==> src/rtl/bec_pkg.sv <==
`default_nettype none
// ============================================================================
// Module      : bec_pkg
// Description : Shared definitions for the binary-Edwards-curve ladder
//               sequencer: controller state encoding, default scalar width
//               and the LA status codes reported to the wrapper.
// Ports       : none (package)
// Revision    : 1.0 - initial release
// ============================================================================
package bec_pkg;

  // Default scalar width for GF(2^163) operation.
  localparam int KEY_W_DEF = 163;

  // Controller states, 3-bit encoding.
  typedef enum logic [2:0] {
    ST_IDLE  = 3'd0,
    ST_ISSUE = 3'd1,
    ST_WAIT  = 3'd2,
    ST_FINAL = 3'd3,
    ST_DONE  = 3'd4,
    ST_ERR   = 3'd5
  } bec_state_t;

  // Status codes reported to the LA wrapper.
  localparam logic [5:0] LA_STAT_BUSY = 6'b100111;  // ISSUE / WAIT
  localparam logic [5:0] LA_STAT_DONE = 6'b011110;  // DONE

endpackage : bec_pkg
`default_nettype wire

==> src/rtl/bec_wdt.sv <==
`default_nettype none
// ============================================================================
// Module      : bec_wdt
// Description : Watchdog that counts enabled cycles from 0 and flags expiry
//               once the count reaches TIMEOUT-1. The count saturates there
//               until cleared. Shared with the operand-load path.
// Ports       : clk, rst     - clock, synchronous active-high reset
//               clr          - restart count at 0 (priority over en)
//               en           - count this cycle
//               expired      - count has reached TIMEOUT-1 while enabled
// Revision    : 1.0 - initial release
// ============================================================================
module bec_wdt #(
  parameter int TIMEOUT = 1024
) (
  input  logic clk,
  input  logic rst,
  input  logic clr,
  input  logic en,
  output logic expired
);

  localparam int              CW     = $clog2(TIMEOUT);
  localparam logic [CW-1:0]   C_LAST = CW'(TIMEOUT - 1);

  logic [CW-1:0] r_cnt;

  always_ff @(posedge clk) begin
    if (rst || clr) begin
      r_cnt <= '0;
    end else if (en && (r_cnt != C_LAST)) begin
      r_cnt <= r_cnt + CW'(1);
    end
  end

  assign expired = en && (r_cnt == C_LAST);

endmodule : bec_wdt
`default_nettype wire

==> src/rtl/bec_ladder_ctrl.sv <==
`default_nettype none
// ============================================================================
// Module      : bec_ladder_ctrl
// Description : Montgomery-ladder sequencer for the BEC scalar multiplier.
//               Captures the scalar on start, walks it MSB-first issuing one
//               ladder step per bit, then requests the projective-to-affine
//               conversion. A watchdog bounds the waits for step_done and
//               fin_done; abort cancels from any state.
// Ports       : clk, rst                 - clock, sync active-high reset
//               start, abort, key_in     - command interface
//               step_req/ack/ki/first/last/done - ladder step handshake
//               fin_req, fin_done        - final conversion handshake
//               iter, busy, done, err    - status
// Revision    : 1.0 - initial release
// ============================================================================
module bec_ladder_ctrl
  import bec_pkg::*;
#(
  parameter int KEY_W   = KEY_W_DEF,
  parameter int CNT_W   = 8,
  parameter int TIMEOUT = 1024
) (
  input  logic             clk,
  input  logic             rst,
  input  logic             start,
  input  logic             abort,
  input  logic [KEY_W-1:0] key_in,
  output logic             step_req,
  input  logic             step_ack,
  output logic             step_ki,
  output logic             step_first,
  output logic             step_last,
  input  logic             step_done,
  output logic             fin_req,
  input  logic             fin_done,
  output logic [CNT_W-1:0] iter,
  output logic             busy,
  output logic             done,
  output logic             err
);

  localparam logic [CNT_W-1:0] C_ITER_LAST = CNT_W'(KEY_W - 1);

  bec_state_t       r_state;
  bec_state_t       w_state_nxt;
  logic [KEY_W-1:0] r_key_sr;
  logic [CNT_W-1:0] r_iter;
  logic             w_last_iter;
  logic             w_wdt_clr;
  logic             w_wdt_en;
  logic             w_wdt_expired;

  assign w_last_iter = (r_iter == C_ITER_LAST);
  assign step_ki     = r_key_sr[KEY_W-1];
  assign iter        = r_iter;

  // Watchdog only runs while waiting on the datapath; any state change
  // (including abort) restarts it so FINAL gets a fresh budget.
  assign w_wdt_en  = (r_state == ST_WAIT) || (r_state == ST_FINAL);
  assign w_wdt_clr = (w_state_nxt != r_state);

  bec_wdt #(
    .TIMEOUT (TIMEOUT)
  ) u_wdt (
    .clk     (clk),
    .rst     (rst),
    .clr     (w_wdt_clr),
    .en      (w_wdt_en),
    .expired (w_wdt_expired)
  );

  always_ff @(posedge clk) begin
    if (rst) begin
      r_state <= ST_IDLE;
    end else begin
      r_state <= w_state_nxt;
    end
  end

  always_comb begin
    w_state_nxt = r_state;
    step_req    = 1'b0;
    step_first  = 1'b0;
    step_last   = 1'b0;
    fin_req     = 1'b0;
    busy        = 1'b1;
    done        = 1'b0;
    err         = 1'b0;
    case (r_state)
      ST_IDLE: begin
        busy = 1'b0;
        if (start) w_state_nxt = ST_ISSUE;
      end
      ST_ISSUE: begin
        step_req   = 1'b1;
        step_first = (r_iter == '0);
        step_last  = w_last_iter;
        if (step_ack) w_state_nxt = ST_WAIT;
      end
      ST_WAIT: begin
        // A done arriving on the expiry cycle still counts as success.
        if (step_done) begin
          w_state_nxt = w_last_iter ? ST_FINAL : ST_ISSUE;
        end else if (w_wdt_expired) begin
          w_state_nxt = ST_ERR;
        end
      end
      ST_FINAL: begin
        fin_req = 1'b1;
        if (fin_done) begin
          w_state_nxt = ST_DONE;
        end else if (w_wdt_expired) begin
          w_state_nxt = ST_ERR;
        end
      end
      ST_DONE: begin
        done        = 1'b1;
        w_state_nxt = ST_IDLE;
      end
      ST_ERR: begin
        err         = 1'b1;
        w_state_nxt = ST_IDLE;
      end
      default: begin
        w_state_nxt = ST_IDLE;
      end
    endcase
    if (abort) w_state_nxt = ST_IDLE;
  end

  // Key shift register and iteration counter. The key shifts on the
  // accepting edge so step_ki already shows the next bit when ISSUE returns.
  always_ff @(posedge clk) begin
    if (rst || abort) begin
      r_key_sr <= '0;
      r_iter   <= '0;
    end else begin
      case (r_state)
        ST_IDLE: begin
          if (start) begin
            r_key_sr <= key_in;
            r_iter   <= '0;
          end
        end
        ST_ISSUE: begin
          if (step_ack) r_key_sr <= r_key_sr << 1;
        end
        ST_WAIT: begin
          if (step_done && !w_last_iter) r_iter <= r_iter + CNT_W'(1);
        end
        ST_DONE, ST_ERR: begin
          r_key_sr <= '0;
          r_iter   <= '0;
        end
        default: begin
        end
      endcase
    end
  end

endmodule : bec_ladder_ctrl
`default_nettype wire
==> config.mk <==
export PLATFORM = sky130hd
export DESIGN_NAME = bec_ladder_ctrl
export DESIGN_NICKNAME = d
export VERILOG_FILES = /design/src/rtl/bec_pkg.sv /design/src/rtl/bec_wdt.sv /design/src/rtl/bec_ladder_ctrl.sv
export SDC_FILE = /design/constraint.sdc
export NUM_CORES = 1
export LEC_CHECK = 0
export CORE_MARGIN = 10
export CORE_UTILIZATION = 24
export CTS_CLUSTER_DIAMETER = 120
export DETAILED_ROUTE_END_ITERATION = 7
export PLACE_DENSITY_LB_ADDON = 0.08
export SLEW_MARGIN = 20
export SYNTH_ARGS = -nofsm -noshare
export SYNTH_HDL_FRONTEND = slang
export SYNTH_HIERARCHICAL = 1
export SYNTH_SLANG_ARGS = --single-unit
==> constraint.sdc <==
create_clock -name clk -period 3.05 [get_ports clk]
set_input_delay 0.4575 -clock clk [delete_from_list [all_inputs] [get_ports clk]]
set_output_delay 0.4575 -clock clk [all_outputs]
set_load 0.005 [all_outputs]
==> results.py <==
metrics = {
    "pwr": {
        "power_switching_mw": 1.50,
        "p_comb_share_pct": 14.4,
        "p_seq_share_pct": 44.1,
        "power.share.switching_pct": 25.7,
        "power.total_mw": 5.84,
        "p_clk_share_pct": 41.5,
        "ir_drop_mv": 0.352,
        "power_density_nw_per_um2": 544,
        "intPower_mw": 4.34,
        "p_leak_nw": 3.73,
    },
    "clocking": {
        "insertion_delay_ns": 0.43,
        "clk_pin_slew_ns": 0.08,
        "hold_buffers": 0,
        "cts-root-buf": "clkbuf_16",
        "htreeDepth": 4,
        "cts_sinks": 184,
        "cts_tree": "done",
        "cts_buffer_depth": 2,
        "cts_inserted_buffers": 17,
    },
    "outcome": {
        "outcome": "finished clean",
    },
    "timing": {
        "relSlewSlack_pct": 29.1,
        "worst_slack_ns": 0.291,
        "slew_viol_final": 0,
        "setup_viol": 0,
        "final_hold_viol_count": 0,
        "worst_pin_slew_ns": 1.06,
        "skew_ns": 0.0160,
        "fmax_mhz": 362,
        "grt_setup_unrepaired": "false",
        "fin_tns_setup_ns": 0,
        "fin_crit_ns": 2.76,
        "timing.final.crit_share_pct": 90.5,
    },
    "synth": {
        "syn-num-nets": 1076,
        "synth_flop_cell": "dfxtp_1",
        "synthCells": 902,
        "synth_edf_count": 0,
        "netlist.area_leader.share_pct": 46.1,
        "synth_area_um2": 7990,
        "yosys-top-cells-area": "dfxtp_1 (46%), a221oi_1 (17%), nor3_1 (10%), nor2_1 (8.4%), buf_6 (2.7%)",
        "synth_seq_cells": 184,
        "synthDistinctLibCells": 51,
        "yosysSeqAreaShare_pct": 46.1,
        "synth_top_cell_by_area": "dfxtp_1",
        "async_flop_share_pct": 0,
        "synth.avg_cell_area_um2": 8.86,
        "yosysWarnings": 6,
    },
    "die": {
        "start_util_pct": 24.4,
        "ioPinCount": 186,
        "die_height_um": 202,
        "placement_rows": 66,
        "dieArea_um2": 41000,
        "coreArea_um2": 32700,
        "die_w_um": 202,
    },
    "global_routing": {
        "use_met1_pct": 18.4,
        "grt_usage_pct": 12.9,
        "grt_pass1_vias": 7315,
        "grt_overflow": 0,
        "grt_max_degree": 163,
        "grt_pass1_wl_um": 43100,
        "use_met3_pct": 3.61,
        "use_met2_pct": 18.8,
        "busiest_layer": "met2",
        "antenna_found_initial": 3,
    },
    "setup_path": {
        "cp.arrival_ns": 2.30,
        "r2r_cells": 10,
        "cp_max_fo": 7,
        "path_depth": 4,
        "critPathSlowestCell": "clkdlybuf4s50_1",
        "cp_num_buf_inv": 1,
        "path_delay_family": "simple AND/OR/NAND/NOR gates",
        "worst_setup_path_end_kind": "primary output",
        "worstPathCellList": "nor4_1 > nand4_1 > nor4b_2 > clkdlybuf4s50_1",
        "crit_required_ns": 2.59,
        "cpPeakStageDelay_ns": 0.57,
        "criticalPathCategory": "reg -> out",
        "crit_path_start_kind": "flip-flop",
    },
    "min_path": {
        "holdPathStages": 2,
        "hold_path_class": "reg -> reg",
    },
    "routing": {
        "antenna_left": 0,
        "vias": 7363,
        "drc": 0,
        "wire_per_inst_um": 18.3,
        "drtPass1Iterations": 4,
        "drt-initial-drc-count": 617,
        "totalWireLength_um": 27100,
        "vias_per_cell": 4.98,
    },
    "place": {
        "dp_hpwl_um": 16800,
        "place_ws_ns": 0.378,
        "gp_congestion": 0.744,
        "port_buffers": 185,
    },
    "flow_run": {
        "drv_cap": 0,
    },
    "final_layout": {
        "final_common_cell": "clkdlybuf4s50_1",
        "layout-drive-gt1-share_pct": 7.34,
        "layout_common_cells": "clkdlybuf4s50_1 (185), dfxtp_1 (184), nor2_1 (178)",
        "syn_to_final_growth_pct": 34.4,
        "nets": 1200,
    },
}
kinds of logic (layout without fill, tap and decap cells):
group,count (synthesis),in the layout,share of synthesized area [%]
and+or+nand+nor,399,399,23.2
AOI/OAI and AO/OA,199,199,21.6
DFF,184,184,46.1
buffers and inverters,105,239,7.17
xor gates and xnor gates,7,7,0.767
adders and majority gates,4,4,0.626
muxes,4,4,0.532
other,0,2,0
cell type report:
class / count / area [um2]
Antenna cell: 2 / 5.00
Clock buffer: 19 / 453
Clock inverter: 10 / 169
Fill cell: 3425 / 22000
Inverter: 9 / 33.8
Multi-Input combinational cell: 613 / 3770
Sequential cell: 184 / 3680
Tap cell: 442 / 553
Timing Repair Buffer: 201 / 2070
sequential cells by signal, indices dropped and copies added (netlist names):
signal,cells
r_key_sr,163
u_wdt/r_cnt,10
iter,8
r_state,3
routing by layer:
| layer | vias up | part of all wire (%) |
|---|---|---|
| met4 | 0 | 0.58 |
| met3 | 7 | 5.5 |
| met2 | 159 | 45 |
| met5 | - | 0 |
| li1 | 3649 | - |
| met1 | 3548 | 49 |
power groups by stage:
stage | Combinational (mW) | Clock [mW] | Sequential (mW)
after floorplan | 0.504 | 0 | 2.61
after global placement | 0.851 | 0 | 2.63
after detailed placement | 0.849 | 0 | 2.63
after CTS | 0.854 | 2.51 | 2.57
after global routing | 0.938 | 2.60 | 2.59
final | 0.841 | 2.42 | 2.57
per-stage QoR:
step,cell area [um2],utilization [%],cells,hold slack [ns]
floorplan,7990,-,902,0.432
global placement,10100,30.9,1449,0.482
detailed placement,10100,30.9,1449,0.487
CTS,10700,32.8,1478,0.498
global route,10700,32.8,1478,0.511
finish,10700,32.8,1480,0.496
what timing repair did:
item | CTS | global route
buffers inserted | 0 | 0
setup endpoints to repair | 0 | 1
gates resized for setup | 0 | 1
worst register-to-register path, cell delays in order (launching register included):
cell and delay, ns:
dfxtp_1 0.50, nor2b_1 0.10, and3_1 0.22, nand3_1 0.13, nor2_1 0.11, o311a_1 0.33, o21ai_0 0.26, xor2_1 0.18
o2111ai_1 0.15, or2_2 0.40, a211oi_1 0.21
Yosys cell counts, types with 3 or more instances:
cell	count
dfxtp_1	184
nor2_1	178
nor3_1	162
a221oi_1	153
clkbuf_1	51
buf_2	23
buf_6	19
nand2_1	12
a21oi_1	11
o21ai_0	11
a221oi_2	9
inv_1	8
nand3_1	8
or3_1	7
ha_1	4
nand4_1	4
xor2_1	4
and3_1	3
nor3b_1	3
nor4_1	3
or2_2	3
xnor2_1	3
path summary, 6_finish.rpt:
path	start	endpoint	slack [ns]
setup / recovery	iter[2]$_SDFFE_PP0P_	step_last	0.29
hold / removal	r_key_sr[120]$_SDFFE_PP0P_	r_key_sr[120]$_SDFFE_PP0P_	0.50
setup reg to reg	r_state[2]$_SDFF_PP0_	u_wdt/r_cnt[8]$_SDFFE_PP0P_	0.37
hold reg to reg	r_key_sr[120]$_SDFFE_PP0P_	r_key_sr[120]$_SDFFE_PP0P_	0.50
No activity file was read; power rests on OpenSTA's default activity.
